## config.mk

```make
export PLATFORM = sky130hd
export DESIGN_NAME = servo_pwm_decoder
export DESIGN_NICKNAME = d
export VERILOG_FILES = /design/src/rtl/servo_pkg.sv /design/src/rtl/pwm_sync.sv /design/src/rtl/servo_pwm_decoder.sv
export SDC_FILE = /design/constraint.sdc
export NUM_CORES = 1
export LEC_CHECK = 0
export CAP_MARGIN = 30
export CELL_PAD_IN_SITES_DETAIL_PLACEMENT = 1
export CELL_PAD_IN_SITES_GLOBAL_PLACEMENT = 1
export CORE_ASPECT_RATIO = 1.1
export CORE_MARGIN = 2
export CORE_UTILIZATION = 51
export DETAILED_ROUTE_END_ITERATION = 8
export DONT_BUFFER_PORTS = 1
export PLACE_DENSITY_LB_ADDON = 0.1
export SYNTH_ARGS = -nofsm -noshare
export SYNTH_HDL_FRONTEND = slang
export SYNTH_HIERARCHICAL = 1
export SYNTH_SLANG_ARGS = --single-unit
```

## constraint.sdc

```tcl
create_clock -name clk_dec -period 5.4 [get_ports clk_dec]
set_clock_uncertainty 0.1 [all_clocks]
set_input_delay 0.54 -clock clk_dec [delete_from_list [all_inputs] [get_ports clk_dec]]
set_output_delay 0.54 -clock clk_dec [all_outputs]
set_load 0.005 [all_outputs]
```

## src/rtl/servo_pkg.sv

```systemverilog
// Shared servo link definitions: direction codes used by both the PWM
// generator and decoder, and the decoder FSM state encoding.
package servo_pkg;

  localparam logic [1:0] DIR_LEFT  = 2'b10;
  localparam logic [1:0] DIR_MID   = 2'b00;
  localparam logic [1:0] DIR_RIGHT = 2'b01;

  typedef enum logic [1:0] {
    S_SYNC = 2'd0,
    S_LOW  = 2'd1,
    S_HIGH = 2'd2
  } state_t;

endpackage

```

## src/rtl/pwm_sync.sv

```systemverilog
// Two-flop synchronizer plus history flop for the servo pulse input.
// Ports: clk_dec, rst_n (sync, active low), pwm_in -> s, rise, fall.
module pwm_sync (
  input  logic clk_dec,
  input  logic rst_n,
  input  logic pwm_in,
  output logic s,
  output logic rise,
  output logic fall
);

  logic meta;
  logic h;

  always_ff @(posedge clk_dec) begin
    if (!rst_n) begin
      meta <= 1'b0;
      s    <= 1'b0;
      h    <= 1'b0;
    end else begin
      meta <= pwm_in;
      s    <= meta;
      h    <= s;
    end
  end

  assign rise = s & ~h;
  assign fall = ~s & h;

endmodule

```

## src/rtl/servo_pwm_decoder.sv

```systemverilog
// Servo PWM receive decoder: measures high-time, decodes direction, flags
// bad pulses and loss of signal. Ports: clk_dec, rst_n (sync, active low),
// pwm_in -> direc[1:0], valid, err, lost. Optional SERVO_PERIOD_CHECK_EN
// adds rise-to-rise period checking reported on err.
module servo_pwm_decoder
  import servo_pkg::*;
#(
  parameter int CNT_W   = 6,
  parameter int WIDTH_R = 2,
  parameter int WIDTH_M = 3,
  parameter int WIDTH_L = 4,
  parameter int PERIOD  = 40,
  parameter int TIMEOUT = 60
) (
  input  logic       clk_dec,
  input  logic       rst_n,
  input  logic       pwm_in,
  output logic [1:0] direc,
  output logic       valid,
  output logic       err,
  output logic       lost
);

  typedef logic [CNT_W-1:0] cnt_t;

  localparam cnt_t CNT_MAX = '1;
  localparam cnt_t TO      = CNT_W'(TIMEOUT);
  localparam cnt_t WR      = CNT_W'(WIDTH_R);
  localparam cnt_t WM      = CNT_W'(WIDTH_M);
  localparam cnt_t WL      = CNT_W'(WIDTH_L);

  function automatic cnt_t sat_inc(input cnt_t x);
    return (x == CNT_MAX) ? x : x + 1'b1;
  endfunction

  logic s, rise, fall;

  pwm_sync u_sync (
    .clk_dec (clk_dec),
    .rst_n   (rst_n),
    .pwm_in  (pwm_in),
    .s       (s),
    .rise    (rise),
    .fall    (fall)
  );

  state_t     state, state_n;
  cnt_t       hcnt, hcnt_n;
  cnt_t       lcnt, lcnt_n;
  logic [1:0] direc_n;
  logic       valid_n, err_n, lost_n;

`ifdef SERVO_PERIOD_CHECK_EN
  cnt_t pcnt, pcnt_n;
  logic seen, seen_n;
  logic pend, pend_n;
  logic perr;
`endif

  always_ff @(posedge clk_dec) begin
    if (!rst_n) begin
      state <= S_SYNC;
      hcnt  <= '0;
      lcnt  <= '0;
      direc <= DIR_MID;
      valid <= 1'b0;
      err   <= 1'b0;
      lost  <= 1'b1;
`ifdef SERVO_PERIOD_CHECK_EN
      pcnt  <= '0;
      seen  <= 1'b0;
      pend  <= 1'b0;
`endif
    end else begin
      state <= state_n;
      hcnt  <= hcnt_n;
      lcnt  <= lcnt_n;
      direc <= direc_n;
      valid <= valid_n;
      err   <= err_n;
      lost  <= lost_n;
`ifdef SERVO_PERIOD_CHECK_EN
      pcnt  <= pcnt_n;
      seen  <= seen_n;
      pend  <= pend_n;
`endif
    end
  end

  always_comb begin
    state_n = state;
    hcnt_n  = hcnt;
    lcnt_n  = lcnt;
    direc_n = direc;
    valid_n = 1'b0;
    err_n   = 1'b0;
    lost_n  = lost;
    unique case (state)
      S_SYNC: begin
        lcnt_n = sat_inc(lcnt);
        if (lcnt == TO) begin
          lost_n  = 1'b1;
          direc_n = DIR_MID;
        end
        // Sync flops read 0 straight out of reset; give them two
        // cycles to carry the real line level before trusting s.
        if (!s && lcnt >= CNT_W'(2))
          state_n = S_LOW;
      end
      S_LOW: begin
        if (rise) begin
          hcnt_n  = CNT_W'(1);
          lcnt_n  = '0;
          state_n = S_HIGH;
        end else begin
          lcnt_n = sat_inc(lcnt);
          if (lcnt == TO) begin
            lost_n  = 1'b1;
            direc_n = DIR_MID;
          end
        end
      end
      S_HIGH: begin
        lcnt_n = '0;
        if (hcnt == TO) begin
          lost_n  = 1'b1;
          direc_n = DIR_MID;
          err_n   = 1'b1;
          state_n = S_SYNC;
        end else if (fall) begin
          state_n = S_LOW;
          unique case (1'b1)
            hcnt == WR: begin
              direc_n = DIR_RIGHT;
              valid_n = 1'b1;
              lost_n  = 1'b0;
            end
            hcnt == WM: begin
              direc_n = DIR_MID;
              valid_n = 1'b1;
              lost_n  = 1'b0;
            end
            hcnt == WL: begin
              direc_n = DIR_LEFT;
              valid_n = 1'b1;
              lost_n  = 1'b0;
            end
            default: err_n = 1'b1;
          endcase
        end else if (s) begin
          hcnt_n = sat_inc(hcnt);
        end
      end
      default: state_n = S_SYNC;
    endcase

`ifdef SERVO_PERIOD_CHECK_EN
    pcnt_n = sat_inc(pcnt);
    seen_n = seen;
    pend_n = 1'b0;
    perr   = 1'b0;
    if (state == S_SYNC) begin
      seen_n = 1'b0;
      pcnt_n = '0;
    end else if (state == S_LOW && rise) begin
      pcnt_n = CNT_W'(1);
      seen_n = 1'b1;
      perr   = seen && (pcnt != CNT_W'(PERIOD));
    end
    // A period fault colliding with a valid strobe slips one cycle.
    if (perr || pend) begin
      if (valid_n) pend_n = 1'b1;
      else         err_n  = 1'b1;
    end
`endif
  end

endmodule
```

==> reports/results.txt, run 1 <==
The flow ran to the end, and the final reports show no timing, DRC or antenna violations. Leaving out filler cells and counting taps, the final layout contains 180. After global routing the overflow that remains totals 0.

The initialized floorplan defines 19 standard-cell rows. The number of primary I/O pins was 8; the transition at the pin with the smallest max-transition slack was 0.603 ns. The largest single stage delay on the critical path is 0.56 ns. The half-perimeter wire length after detailed placement was 2.54 mm; the worst endpoint data arrival time was 2.55 ns. The tools report the final count of negative-setup-slack endpoints as 0. Dividing total power by cell area gives a power density of 281 nW/um^2. The number of instances in the synthesized netlist is 152. The proportion of synthesized flip-flops having asynchronous set or reset was 0. The logs give 6 for the warning count from the yosys run and 0 ns for the sum of negative setup slack. By area the synthesized netlist is led by sky130_fd_sc_hd__dfxtp_1 32%, sky130_fd_sc_hd__ha_1 9.0%, sky130_fd_sc_hd__inv_1 3.3%, sky130_fd_sc_hd__o221a_2 3.3%, sky130_fd_sc_hd__nand2_1 3.0%.

The area growth from synthesis to final layout works out to 0.996%. The endpoint kind of the worst setup timing path was a flip-flop. Fraction of layout instances using a drive strength above 1: 0.101.

After the first detailed-routing iteration, the DRC count stood at 49. In this run, post-CTS repair resized a total of 0 instances. The xor/xnor share of the synthesized area works out to 0. The number of global-route vias before repair came out at 1183. The adder-cell area share of the yosys netlist works out to 0.0905. The tools report the number of antenna violations at the first check in global routing as 0.

The smallest setup slack after layout was 2.98 ns. The path class of the tightest hold or removal check is input port to flip-flop. The worst register-to-register path has a setup slack of 2.98 ns. For the total standard cell area after synthesis, the log shows 1380 sq um.

Worst reg2reg path endpoint: hcnt[2]. The run gives 0.598 as the relative slew slack. The die extent in x is 53.6 um, and the clock period minus final worst setup slack is 2.42 ns. Total iterations of the first detailed-routing run: 4.

After synthesis, the largest family of logic cells by area is compound AO/OA/AOI/OAI gates. The flip-flop and latch count after synthesis is 22. For the total placed cells including tap cells, the log shows 177.

The total area inside the core boundary comes to 2540 sq um. TritonCTS built the clock tree. In this run the vertical extent of the chip is 58.6 um. Among all flip-flop cells after synthesis, the most frequent one is sky130_fd_sc_hd__dfxtp_1. The post-layout total power is 0.392 mW. Setup repair after global routing left no endpoint under its margin.

Entering global routing, the biggest net connects 15 pins. The worst register-to-register path has a depth of 5. The category of the worst setup path launch point is a flip-flop.

After detailed routing, the number of remaining DRC violations is 0. The analysis attributes to cell leakage a power of 0.504 nW. The total of hold buffers inserted after clock tree synthesis was 0; the maximum clock frequency was 0.413 GHz. At the end of routability-driven placement, the weighted congestion stood at 0.810.

The logs give 0.549 for the utilization of the core after routing and 0.319 for the register area share after synthesis. The finished cells cover 1400 sq um. The final critical-path share of the clock period was 0.449; the routed length per placed instance was 18.6 um.

0 antenna diodes ended up in the layout. Max-cap violations in this run came to 0. In the final design database the tool counted 164 nets.

The proportion of synthesized area in mux cells was 0.0217; the fraction of the mapped netlist area in compound gates was 0.268. Post-CTS timing repair inserted 0 buffers for setup. The total length of routed wires is 3.35 mm, and the synthesized area divided by synthesized cell count is 9.10 sq um. The startpoint identified for the worst hold timing path is rst_n. The number of I/O port buffers is 0. The tightest hold margin was 0.244 ns. The CTS root buffer is sky130_fd_sc_hd__clkbuf_4. Of all cell types, the one taking the most synthesized area is sky130_fd_sc_hd__dfxtp_1. The global-route wire length before repair was 5.73 mm.

The number of nets in the synthesized netlist is 165. The cell area reported after detailed placement was 1370 sq um; the total routing resource utilization after global routing was 0.252. The top cell type's share of synthesized area came out at 0.319. The largest individual stage delay along the critical path comes from the cell sky130_fd_sc_hd__or4_1. The starting density of the core is 0.544. The longest clock path from root to sink contains 2 buffers.

STA puts the critical path data required time at 5.53 ns. The count of H-tree levels built during CTS was 1. Walking the worst path, the cells encountered are nor2b_1 > nand2b_4 > o2111ai_2 > or4_1 > a21boi_0.

The number of failing hold endpoints at the final stage is 0. The count of final max-slew check failures is 0, and the residual antenna-violating net count after detailed routing is 0. The run gives 3 as the number of buffers created by CTS. In this run the worst path has a maximum fanout of 11.

The worst setup path is of the flip-flop to flip-flop kind. The routed layout has 1154 vias. In this run the worst setup path begins at u_sync/s. The synthesized netlist contains 50 unique library cells. The beginning of the worst register-to-register path was u_sync/s.

The floorplan step defined a die boundary enclosing 3140 sq um. The CTS clock-pin slew for the worst setup and hold paths is 0.12 ns, and the highest ir drop seen on vdd is 0.207 mV. The run gives 0.31 ns as the clock network latency to the later pin of the worst-skew pair. The simple-gate share of the synthesized area came out at 0.234. Termination of the worst setup path: hcnt[2].

In the routed layout, each cell is associated on average with a via count of 6.41. Yosys mapped a number of flops with a built-in enable equal to 0. Before CTS, the worst setup slack after placement is 3.07 ns.

The clock drives 22 sinks.
==> report_power, final <==
group / internal [mW] / switching, mW
sequential: 0.175 / 0.0172
clock: 0.0261 / 0.0489
combinational: 0.0546 / 0.0702
total: 0.256 / 0.136
==> flip-flops by register name, indices dropped and copies added (netlist names) <==
signal and count:
direc 2, err 1, hcnt 6, lcnt 6, lost 1, state 2
u_sync/h 1, u_sync/meta 1, u_sync/s 1, valid 1
==> worst max-delay path: cells and delay by family (launching register included) <==
family	cells	cell delay [ns]
AO/OA/AOI/OAI	2	0.47
AND/OR/NAND/NOR	3	1.30
flip-flops	1	0.46
==> synth_stat cells (4+ instances only) <==
cell type,n
sky130_fd_sc_hd__a21oi_1,8
sky130_fd_sc_hd__o21ai_0,5
sky130_fd_sc_hd__a31oi_1,4
sky130_fd_sc_hd__o221a_2,4
sky130_fd_sc_hd__nor2_1,4
sky130_fd_sc_hd__dfxtp_1,22
sky130_fd_sc_hd__nor2b_1,5
sky130_fd_sc_hd__inv_1,12
sky130_fd_sc_hd__nand2_1,11
sky130_fd_sc_hd__or4_1,5
sky130_fd_sc_hd__ha_1,10
==> cell usage in the layout (no fill, tap or decap), drive strengths merged, types with 3 or more instances in the layout <==
master	n
a21boi	3
a21oi	8
a31oi	4
and2	5
and3	3
clkbuf	3
dfxtp	22
ha	10
inv	12
mux2i	3
nand2	11
nand3	3
nor2	4
nor2b	5
nor3	4
nor3b	3
o21ai	5
o221a	4
or4	5
==> area by class of cell <==
cell class / count / area (sq um)
inverters: 12 / 45.0
fillers: 317 / 1150
flip-flops and latches: 22 / 440
clock buffers: 3 / 22.5
well taps: 31 / 38.8
multi-input cells: 112 / 850
==> layer usage <==
| layer | up-vias | global-route usage | routed length (um) |
|---|---|---|---|
| li1 | 569 | - | - |
| met1 | 554 | 0.352 | 1630 |
| met2 | 29 | 0.393 | 1540 |
| met3 | 2 | 0.0431 | 175 |
| met4 | 0 | 0.0842 | 10 |
| met5 | - | 0 | 0 |
==> cells by family after synthesis <==
| kind of cell | Yosys count |
|---|---|
| simple gates | 52 |
| buf+inv | 18 |
| mux | 3 |
| fa+ha+maj | 10 |
| compound gates | 47 |
| flops | 22 |
==> worst min-delay path by stage <==
| stage | endpoint | slack, ns | depth (start not counted) |
|---|---|---|---|
| 2_1_floorplan | u_sync/s | 0.31 | 1 |
| 3_3_place_gp | u_sync/s | 0.31 | 1 |
| 3_5_place_dp | u_sync/s | 0.32 | 1 |
| 4_1_cts | u_sync/meta | 0.24 | 1 |
| 5_1_grt | u_sync/s | 0.23 | 1 |
| 6_report | u_sync/meta | 0.24 | 1 |
No activity file was read; power rests on OpenSTA's default activity.
==> run 2: changes to the inputs <==
- ABC_AREA: unset -> 1
- CORE_UTILIZATION: 51 -> 45
- clock period: 5.4 -> 2.3 ns (I/O delays scaled with it)
==> reports/results.txt, run 2 <==
The flow ran to the end, and the final reports show no timing, DRC or antenna violations. Setup repair after global routing left no endpoint under its margin. Maximum clock frequency: 0.520 GHz. The proportion of synthesized area in mux cells is 0.

The logs give 1338 for the number of global-route vias before repair and 22 for the clock sink count. Total number of nets in the final design: 221. STA classifies the critical path startpoint as a flip-flop.

The run gives 6 as the warning count from the yosys run. The cell taking the most area after synthesis was sky130_fd_sc_hd__dfxtp_1. The run gives 2 as the total of hold buffers inserted after clock tree synthesis. The commonest cells after synthesis are 48 x sky130_fd_sc_hd__nand2_1, 30 x sky130_fd_sc_hd__nor2_1, 24 x sky130_fd_sc_hd__inv_1.

The tool flagged a number of max-cap violations equal to 0. TritonCTS built the clock tree. The post-place setup slack was 0.387 ns; the via-per-instance ratio was 5.37. Summed over all nets, the half-perimeter wirelength after detailed placement is 2.70 mm. Setup slack on the critical path of the routed design comes to 0.377 ns. Measured along the y axis, the die boundary spans 62.3 um. Global-route wire length before repair: 6.02 mm. For the final routed database, the setup TNS stands at 0 ns. Transition at the pin with the smallest max-transition slack: 0.448 ns.

The fraction of layout instances using a drive strength above 1 is 0.0874, and the relative slew slack is 0.701. The worst setup path is of the flip-flop to flip-flop kind. The flip-flop and latch count after synthesis works out to 22.

The post-route DRC violation count came out at 0. The largest family of logic cells by synthesized area is simple AND/OR/NAND/NOR gates. For this design the static power due to leakage is 0.596 nW. The number of primary I/O pins is 8. The worst path needs 1.92 ns of the cycle, external delays included. The top cell types in the final layout, fill and taps aside, are 48 x sky130_fd_sc_hd__nand2_1, 30 x sky130_fd_sc_hd__nor2_1, 24 x sky130_fd_sc_hd__inv_1. The count of final max-slew check failures is 0. Number of failing hold endpoints at the final stage: 0.

Once the clock tree was built, the resizer swapped 0 gates to a different size. After clock tree synthesis, the clock-pin slew on the worst setup and hold paths is 0.12 ns. In this run the worst path has a maximum fanout of 9.

The simple-gate share of the synthesized area is 0.377, and the diode insertion count for antenna repair is 0. The run gives 3 as the number of buffers created by CTS. The overall via count from detail_route was 1288; the die extent in x was 57.0 um. Sequential cell area: 440 sq um.

During placement, the flow inserted port buffers numbering 0. In this run the cell area of the synthesized design comes to 1390 sq um. Counting flops with a built-in enable in the synthesized netlist gives 0. The number of core rows is 21, and the maximum number of pins on one net before global-route repair is 12. Setup violations remaining at the end of the flow were counted as 0. The xor/xnor share of the synthesized area came out at 0.0315. The total length of routed wires was 3.43 mm. Dividing the synthesized area by the synthesized cell count gives 6.81 sq um.

Final weighted congestion of routability-driven global placement: 0.861. The count of H-tree levels built during CTS is 1. In this run the cell area measured after placement is 1410 sq um. Relative to the synthesized area, the layout overhead comes to 4.23%.

Fill cells in the final layout number 406. The adder-cell area share of the yosys netlist is 0.0900. Required time of the critical path: 2.41 ns.

The most common cell after layout, fill and taps aside is sky130_fd_sc_hd__nand2_1. The top cell type's share of synthesized area came out at 0.317. The count of routing violations after the opening detailed-route iteration came out at 52. The finished cells cover 1450 sq um. In the final layout, the multi-input gates occupy 826 sq um. The total routing resource utilization after global routing came out at 0.210.

In this run the post-CTS setup repair buffer count came out at 0. The register area share after synthesis is 0.317. The post-synthesis net count came out at 217. The most used flip-flop cell after synthesis is sky130_fd_sc_hd__dfxtp_1.

The most repeated cell in the gate-level netlist after synthesis was sky130_fd_sc_hd__nand2_1. CTS root buffer: sky130_fd_sc_hd__clkbuf_4. The final critical-path share of the clock period is 0.836. The longest clock path from root to sink contains 2 buffers.

After floorplanning, the core was sized to cover 3000 sq um. The tools report the post-layout total power as 0.924 mW. At the worst endpoint, the arrival time is 2.03 ns.

The proportion of synthesized flip-flops having asynchronous set or reset is 0. The cell count after synthesis came out at 204. For this run the aggregate overflow at the end of global routing stands at 0. The run gives 0 as the number of antenna violations at the first check in global routing. After detailed routing, the average wire length per cell comes to 14.3 um.

The starting density of the core was 0.464. In this run, distinct cell masters in the synthesized netlist total 29. The class of the tightest hold or removal check was input port to flip-flop. STA classifies the critical path endpoint as a flip-flop. The first detailed-routing pass took 4 iterations. In the final layout, the registers with the most flip-flops are hcnt x6, lcnt x6. IR analysis of the VDD net gives a maximum drop of 0.437 mV. The fraction of the mapped netlist area in compound gates was 0.0954; the clock network latency to the later pin of the worst-skew pair was 0.31 ns. The detail route stage leaves a number of antenna-violating nets equal to 0.

Total power density per cell area: 638 nW/um^2. By area the synthesized netlist is led by sky130_fd_sc_hd__dfxtp_1 32%, sky130_fd_sc_hd__nand2_1 13%, sky130_fd_sc_hd__ha_1 9.0%, sky130_fd_sc_hd__nor2_1 8.1%, sky130_fd_sc_hd__inv_1 6.5%. The die covers 3550 sq um.
-- run 2: worst max-delay path, cell delays in order, from the launching register on --
cell,delay (ns)
sky130_fd_sc_hd__dfxtp_1,0.35
sky130_fd_sc_hd__inv_1,0.13
sky130_fd_sc_hd__ha_1,0.35
sky130_fd_sc_hd__inv_2,0.15
sky130_fd_sc_hd__o21ai_1,0.16
sky130_fd_sc_hd__nand2_1,0.07
sky130_fd_sc_hd__a21oi_1,0.14
sky130_fd_sc_hd__nand2_2,0.11
sky130_fd_sc_hd__nor3_1,0.18
sky130_fd_sc_hd__nor2_1,0.07
-- run 2: area by class of cell --
| class | count | share of cell area |
|---|---|---|
| flip-flops and latches | 22 | 0.304 |
| inverters | 26 | 0.0674 |
| well taps | 34 | 0.0294 |
| clock buffers | 3 | 0.0155 |
| multi-input cells | 153 | 0.570 |
| repair buffers | 2 | 0.0138 |
-- run 2: power breakdown --
part,leakage [nW],internal [mW],switching [mW],total [mW]
combinational,0.403,0.108,0.186,0.294
clock,0.0138,0.0613,0.116,0.177
sequential,0.179,0.416,0.0375,0.453
total,0.596,0.585,0.340,0.924
-- run 2: final timing paths --
check | cells past startpoint | slack (ns) | startpoint | to
max | 9 | 0.38 | state[0] | hcnt[0]
min | 2 | 0.08 | rst_n | lcnt[2]
max reg2reg | 9 | 0.38 | state[0] | hcnt[0]
min reg2reg | 2 | 0.32 | u_sync/meta | u_sync/s
-- run 2: per-layer routing --
| metal | track usage | wire length [um] |
|---|---|---|
| met5 | 0 | 0 |
| met4 | 0.0698 | 45 |
| met3 | 0.0292 | 77 |
| met2 | 0.364 | 1710 |
| met1 | 0.263 | 1590 |
-- run 2: kinds of logic after synthesis --
| kind of cell | count (synthesis) |
|---|---|
| AOI/OAI and AO/OA | 24 |
| xor gates and xnor gates | 5 |
| adders and majority gates | 10 |
| buffers and inverters | 29 |
| DFF | 22 |
| and+or+nand+nor | 114 |
-- run 2: metrics by stage --
stage                     utilization  std cells  hold WS, ns
final                           0.484        240       0.0773
after global routing            0.484        240        0.102
after CTS                       0.484        240       0.0618
after detailed placement        0.470        235        0.222
after global placement          0.470        235        0.218
after floorplan                     -        204        0.223
==> run 3: changes to the inputs <==
- clock period: 2.3 -> 1.8 ns (I/O delays scaled with it)
==> reports/results.txt, run 3 (same netlist as run 2, synthesis figures left out) <==
Final critical-path share of the clock period: 0.938. The run gives 0.216 as the total routing resource utilization after global routing. For hold timing, the worst endpoint is state[1]. The tools report the number of antenna violations at the first check in global routing as 0.

The clock period minus final worst setup slack was 1.69 ns. Walking the worst path, the cells encountered are inv_1 > ha_1 > or2_2 > o21bai_1 > nand2_1 > nand3_2 > nand2_1 > nand2_1 > nor2_1. In the final design database the tool counted 224 nets. The run finished with clean final reports.

Routed length per placed instance: 14.9 um. For the pin with the worst max-slew slack, the measured transition is 0.458 ns. The analysis attributes to cell leakage a power of 0.608 nW. The starting density of the core came out at 0.464. The total area inside the core boundary comes to 3000 sq um. The area growth from synthesis to final layout came out at 8.82%. The most frequent cell on the critical path was sky130_fd_sc_hd__nand2_1. Final weighted congestion of routability-driven global placement: 0.806.

Across the VDD grid, the largest voltage drop is 0.537 mV. The number of buffers inserted to repair setup after CTS is 0. The tools report the worst reg2reg path endpoint as state[0]. The slowest stage of the critical path belongs to the cell sky130_fd_sc_hd__dfxtp_1.

STA classifies the critical path startpoint as a flip-flop. The endpoint kind of the worst setup timing path was a flip-flop. Measured in cells, the most critical reg-to-reg path has a length of 9. The hold path startpoint was rst_n. The worst register-to-register path has a setup slack of 0.11 ns. The die extent in x was 57.0 um. The via-per-instance ratio was 5.35.

The number of max-cap violations was 0. The die covers 3550 sq um. The relative slew slack was 0.694.

The total placed cells including tap cells is 238, and the residual antenna-violating net count after detailed routing is 0. The logs give 0 for the diode insertion count for antenna repair and 22 for the clock sink count. Data arrives at the worst endpoint at 1.81 ns. In this run the worst path has a maximum fanout of 4.

The largest registers in the layout are hcnt x6, lcnt x6. For this run, the slowest stage of the critical path takes 0.42 ns. The worst hold path was traced through 2 stages. Count of H-tree levels built during CTS: 1. Class of the tightest hold or removal check: input port to flip-flop.

Setup violations remaining at the end of the flow were counted as 0. TritonCTS built the clock tree. Dividing total power by cell area gives a power density of 826 nW/um^2.

The clock passes through at most 2 buffers. 8 I/O pins were placed. The total iterations of the first detailed-routing run came out at 3. The non-filler instance count after layout is 243. Leaving out fill and tap cells, the most frequent cells in the layout are 48 x sky130_fd_sc_hd__nand2_1, 30 x sky130_fd_sc_hd__nor2_1, 22 x sky130_fd_sc_hd__inv_1. The floorplan has 21 rows. The logs give 0.505 for the utilization of the core after routing and 0 for the count of final max-slew check failures. The floorplan step set the die height to 62.3 um.

Detailed placement finished with a half-perimeter wire length of 2.80 mm. The post-route DRC violation count was 0. The tools report the CTS root buffer as sky130_fd_sc_hd__clkbuf_4.

For this block, the routed nets add up to 3.61 mm of wire. The clock network latency to the later pin of the worst-skew pair was 0.31 ns. The critical path in this run is classified as flip-flop to flip-flop.

Based on the critical path, the design can be clocked at up to 0.592 GHz. Most common cell after layout, fill and taps aside: sky130_fd_sc_hd__nand2_1. In this run, CTS created clock tree buffers numbering 3. The fraction of layout instances using a drive strength above 1 was 0.153; the count of routing violations after the opening detailed-route iteration was 40. The run gives 1300 as the overall via count from detail_route.

The number of I/O port buffers came out at 0. After clock tree synthesis, the clock-pin slew on the worst setup and hold paths is 0.12 ns. Entering global routing, the biggest net connects 12 pins. For the worst setup path, the data required time is 1.92 ns. The worst register-to-register path begins at lcnt[0]. The logs give 6.06 mm for the global-route wire length before repair and 0 for the number of failing hold endpoints at the final stage. The number of global-route vias before repair was 1348; the final global-route overflow total was 0.
## run 3: changes by cell type in the layout (fill, tap and decap cells not counted), moves of 3 or more
cell and change:
sky130_fd_sc_hd__dfxtp_2 +3, sky130_fd_sc_hd__ha_1 -4, sky130_fd_sc_hd__dfxtp_1 -3, sky130_fd_sc_hd__buf_4 +3
## run 3: how the worst max path moves through the flow
stage              from  slack, ns  cells past startpoint        to
2_1_floorplan  state[0]       0.27                     10   hcnt[0]
3_5_place_dp   state[0]      -0.02                      9   hcnt[0]
3_3_place_gp   state[0]       0.06                      9   hcnt[0]
6_report        lcnt[0]       0.11                      9  state[0]
5_1_grt         lcnt[0]      -0.02                      9  state[0]
4_1_cts        state[0]       0.02                      9   hcnt[0]
## run 3: timing repair
action	CTS	global route
gates resized for setup	1	12
hold buffers	2	0
endpoints found under the setup margin	1	10
endpoints found under the hold margin	12	0
pin swaps	0	2
## run 3: cell type report
| class | count | area (sq um) |
|---|---|---|
| fill | 414 | 1480 |
| multi-input combinational | 153 | 863 |
| sequential | 22 | 444 |
| inverter | 26 | 97.6 |
| timing repair buffer | 5 | 42.5 |
| tap | 34 | 42.5 |
| clock buffer | 3 | 22.5 |
## run 3: worst max-delay path: cells and delay by family, from the launching register on
family | cells | cell delay [ns]
adder cells (fa/ha/maj) | 1 | 0.20
AO/OA/AOI/OAI | 1 | 0.16
flip-flops | 1 | 0.42
AND/OR/NAND/NOR | 6 | 0.62
buffers and inverters | 1 | 0.11
## run 3: layer usage
layer,global-route usage,vias up,part of all wire
met5,0,-,0
met4,0.0756,0,0.015
met3,0.0271,6,0.018
met2,0.392,10,0.53
met1,0.255,623,0.43
li1,-,661,-
## run 3: per-stage QoR
step	instance area, sq um	total power [mW]	hold slack, ns	TNS (ns)	setup slack, ns
after global routing	1510	1.35	0.0553	-0.0416	-0.0199
final	1510	1.25	0.0408	0	0.111
after floorplan	1390	0.872	0.173	0	0.269
after detailed placement	1430	0.988	0.173	-0.0190	-0.0190
after global placement	1430	0.956	0.176	0	0.0612
after CTS	1470	1.23	0.0379	0	0.0235
## run 3: where the power goes
group	switching (mW)	internal, mW
combinational	0.261	0.169
clock	0.150	0.0782
sequential	0.0567	0.534
total	0.468	0.782
